File: src/rtl/sort8_feeder.sv
// Stream-to-vector front end for the 8-lane sorting network.
// Keys are packed into N-lane frames held in two ping-pong banks; the read bank drives the sorter.
module sort8_feeder #(
    parameter int             W   = 32,
    parameter int             N   = 8,
    parameter logic [W-1:0]   PAD = 32'hFFFF_FFFF
) (
    input  logic             clk,
    input  logic             rst,
    input  logic [W-1:0]     in_data,
    input  logic             in_valid,
    input  logic             in_last,
    output logic             in_ready,
    output logic [N*W-1:0]   out_data,
    output logic [3:0]       out_count,
    output logic             out_valid,
    input  logic             out_ready
);
    logic [W-1:0] r_lane [2][N];
    logic [3:0]   r_cnt  [2];
    logic [1:0]   r_full;
    logic         r_wb;
    logic         r_rb;
    logic [2:0]   r_idx;

    logic         w_acc;
    logic         w_take;
    logic         w_close;

    assign in_ready  = !r_full[r_wb];
    assign out_valid = r_full[r_rb];
    assign out_count = r_cnt[r_rb];

    assign w_acc   = in_valid && in_ready;
    assign w_take  = out_valid && out_ready;
    assign w_close = w_acc && (in_last || (r_idx == 3'(N - 1)));

    // Output vector is a pure register mux, so the sorter never sees input-side glitches.
    always_comb begin
        out_data = '0;
        for (int k = 0; k < N; k++) begin
            out_data[k*W +: W] = r_lane[r_rb][k];
        end
    end

    always_ff @(posedge clk) begin
        if (rst) begin
            r_full <= '0;
            r_wb   <= 1'b0;
            r_rb   <= 1'b0;
            r_idx  <= 3'd0;
            for (int b = 0; b < 2; b++) begin
                r_cnt[b] <= 4'd0;
                for (int k = 0; k < N; k++) begin
                    r_lane[b][k] <= PAD;
                end
            end
        end else begin
            if (w_take) begin
                r_full[r_rb] <= 1'b0;
                r_rb         <= !r_rb;
            end
            if (w_acc) begin
                // First beat pre-pads the rest of the bank so short frames never carry stale keys.
                if (r_idx == 3'd0) begin
                    for (int k = 1; k < N; k++) begin
                        r_lane[r_wb][k] <= PAD;
                    end
                end
                r_lane[r_wb][r_idx] <= in_data;
                if (w_close) begin
                    r_cnt[r_wb]  <= {1'b0, r_idx} + 4'd1;
                    r_full[r_wb] <= 1'b1;
                    r_wb         <= !r_wb;
                    r_idx        <= 3'd0;
                end else begin
                    r_idx <= r_idx + 3'd1;
                end
            end
        end
    end
endmodule

File: config.mk
export PLATFORM = sky130hd
export DESIGN_NAME = sort8_feeder
export DESIGN_NICKNAME = d
export VERILOG_FILES = /design/src/rtl/sort8_feeder.sv
export SDC_FILE = /design/constraint.sdc
export NUM_CORES = 1
export LEC_CHECK = 0
export CORE_AREA = 2 2 258 197
export CTS_BUF_LIST = sky130_fd_sc_hd__clkbuf_8
export DETAILED_ROUTE_END_ITERATION = 10
export DIE_AREA = 0 0 260 199
export PLACE_DENSITY_LB_ADDON = 0.05
export RECOVER_POWER = 50
export SETUP_SLACK_MARGIN = 0.2
export SLEW_MARGIN = 20
export SYNTH_ARGS = -nofsm -noshare
export SYNTH_HDL_FRONTEND = slang
export SYNTH_SLANG_ARGS = --single-unit
File: constraint.sdc
create_clock -name clk -period 6.5 [get_ports clk]
set_clock_uncertainty 0.2 [all_clocks]
set_input_delay 1.625 -clock clk [delete_from_list [all_inputs] [get_ports clk]]
set_output_delay 1.625 -clock clk [all_outputs]
set_load 0.01 [all_outputs]
==> impl_metrics.toml <==
[synthesis]
synth.top_cell.area_share_pct = 68.21
syn_inst = 1584
synth-xor-area-share_pct = 0
synth_warnings = 0
synth_cell_types = 45
ys_seq_elements = 528
synth_nets = 1624
synth_top_family_by_area = "simple AND/OR/NAND/NOR gates"
synth_compound_area_share_pct = 1.552
synth_area_leaders = "edfxtp_1, mux2_2, nand2b_1"
muxShareOfSynthArea_pct = 12.90
synth.avg_cell_area_um2 = 14.45
syn_area_um2 = 22890
synth-simple-area-share_pct = 13.96
yosysTopAreaCell = "edfxtp_1"
synthAdderAreaFrac_pct = 0.1640
ys_seq_area_share_pct = 68.91

[power_and_ir_drop]
worst_ir_drop_vdd_mv = 0.1488
power.density_nw_per_um2 = 243.6
leakagePower_nw = 7.128

[clock_tree]
path_clk_slew_ns = 0.06
clock_latency_ns = 0.67
cts_resized = 0
cts-htree-levels = 3
numClockSinks = 528
cts_tree = "done"
numCtsBuffers = 84
post_cts_buffers = 0
cts_buffer_depth = 3
hold_buffers = 0
ctsRootBufferMaster = "clkbuf_8"

[critical_path]
slowest_delay_ns = 1.60
cp-start-kind = "primary input"
worstPathMaxFanout = 42
crit_path_top_delay_cell = "clkbuf_1"
worst-path-buf-inv = 2
end_kind = "register"
cp.arrival_ns = 5.74
cp_top_family = "buffers and inverters"
setup.worst_path.class = "in2reg"
path_cells = "dlygate4sd3_1 -> or3b_2 -> nor3_1 -> clkbuf_1 -> or2b_1"
worstPathRequired_ns = 6.70

[floorplan]
rows = 71
design.core.area_um2 = 49300
ios = 299
design.die.area_um2 = 51740
die_w_um = 260
chipHeight_um = 199
start_util_pct = 46.43

[hold_path]
min_path_type = "reg2reg"

[cells_and_area]
final_nets = 1913
drive_above_1_share_pct = 20.45
layout_commonest_cell = "edfxtp_1"
mostFrequentLayoutCells = "edfxtp_1, clkdlybuf4s50_1, mux2_2"
instances_no_fill = 2598
syn2layout_area_growth_pct = 21.80
nFillCells = 4034
seqCellArea_um2 = 15780
diodes = 0
multi_input_area_um2 = 6575

[sta]
slew_viol_final = 547
setup_violations = 0
worstMarginPinSlew_ns = 3.031
fmax_mhz = 180.4
hold_viol_final = 0
rsz0062_at_grt = "false"
whs_ns = 0.3652
tns_ns = 0
fin_ws_ns = 0.9578
slew_headroom_pct = -102.1
period_needed_ns = 5.542
fin_crit_sh_pct = 85.26

[grt]
grt_usage_pct = 24.58
grt_max_degree = 68
grt_pass1_wl_um = 91960
antenna_found_initial = 1
grt_pass1_vias = 13980
gr-total-overflow = 0

[placed_design]
placed_cells = 2444
place.gp.congestion = 0.7834
place.port_buffers = 298
dp_hpwl_um = 39530
dp_slack_ns = 1.136

[routing]
vias_per_cell = 5.293
wl_um = 62980
ant_nets = 0
routedWlPerCell_um = 24.24
drc_errors = 0
drt_pass1_iterations = 5
vias = 13750
drtIter0Drc = 934

[outcome]
status = "complete, but fails checks"
violations = "max-capacitance violations, max-slew violations"

[run]
max_cap_viol_count = 16
worst paths after layout:
| path | from | end | slack [ns] | depth (start not counted) |
|---|---|---|---|---|
| worst min-delay path | r_rb$_SDFFE_PP0P_ | register | 0.37 | 1 |
| worst max register to register | r_wb$_SDFFE_PP0N_ | r_lane[1][216]$_DFFE_PP_ | 1.13 | 4 |
| worst max-delay path | rst | r_lane[1][146]$_DFFE_PP_ | 0.96 | 5 |
| worst min register to register | r_rb$_SDFFE_PP0P_ | register | 0.37 | 1 |
cell usage after synthesis (all sizes together):
master and instances:
a21o 1, ha 3, nor4 2, or4b 1, clkbuf 87, or4 3, or3 4, nand2b 236
a21oi 11, or3b 2, edfxtp 520, nor2b 1, or2 33, dfxtp 8, nor2 72, o21ai 37
nand4 3, o41ai 1, a311oi 2, o21bai 1, nand3 3, a41o 2, o211ai 1, nor3 7
o311ai 1, or2b 23, nor4bb 1, inv 5, and3 4, o31ai 5, buf 33, nor4b 1
nand2 202, dlygate4sd1 4, clkinv 2, mux2 262
routing by layer:
layer	routed length [µm]	global-route usage, %	vias up
met4	1460	7.322	0
met3	3870	4.791	86
met5	0	0	-
li1	-	-	6220
met2	29250	37.74	485
met1	28410	35.52	6959
state kept, by name (all words and copies together), names as in the netlist, named ones only:
name / cells
r_rb: 1
r_full: 2
r_lane: 512
r_cnt: 8
r_idx: 3
r_wb: 1
layout make-up:
type	instances	area share, %
clock buffers	88	4.344
flip-flops and latches	528	56.59
clock inverters	66	0.9737
inverters	7	0.09423
repair buffers	327	11.47
well taps	657	2.948
multi-input cells	925	23.58
report_power, final:
part           internal [W]  total, W  switching [W]
logic              0.000118  0.000419       0.000301
registers           0.00378   0.00380      0.0000241
clock network       0.00125   0.00257        0.00132
cell families after synthesis:
group	Yosys count
and+or+nand+nor	598
DFF	528
muxes	262
buffers and inverters	131
AOI/OAI and AO/OA	62
adders and majority gates	3
through the flow:
step                utilization (%)  total power [W]  instance area (µm²)
finish                        56.55         0.006793                27880
global route                  56.55         0.007023                27880
CTS                           56.94         0.006870                28070
detailed placement            53.93         0.004309                26590
global placement              53.93         0.004302                26590
floorplan                         -         0.004104                22890
Power figures use the tool's default switching activity.
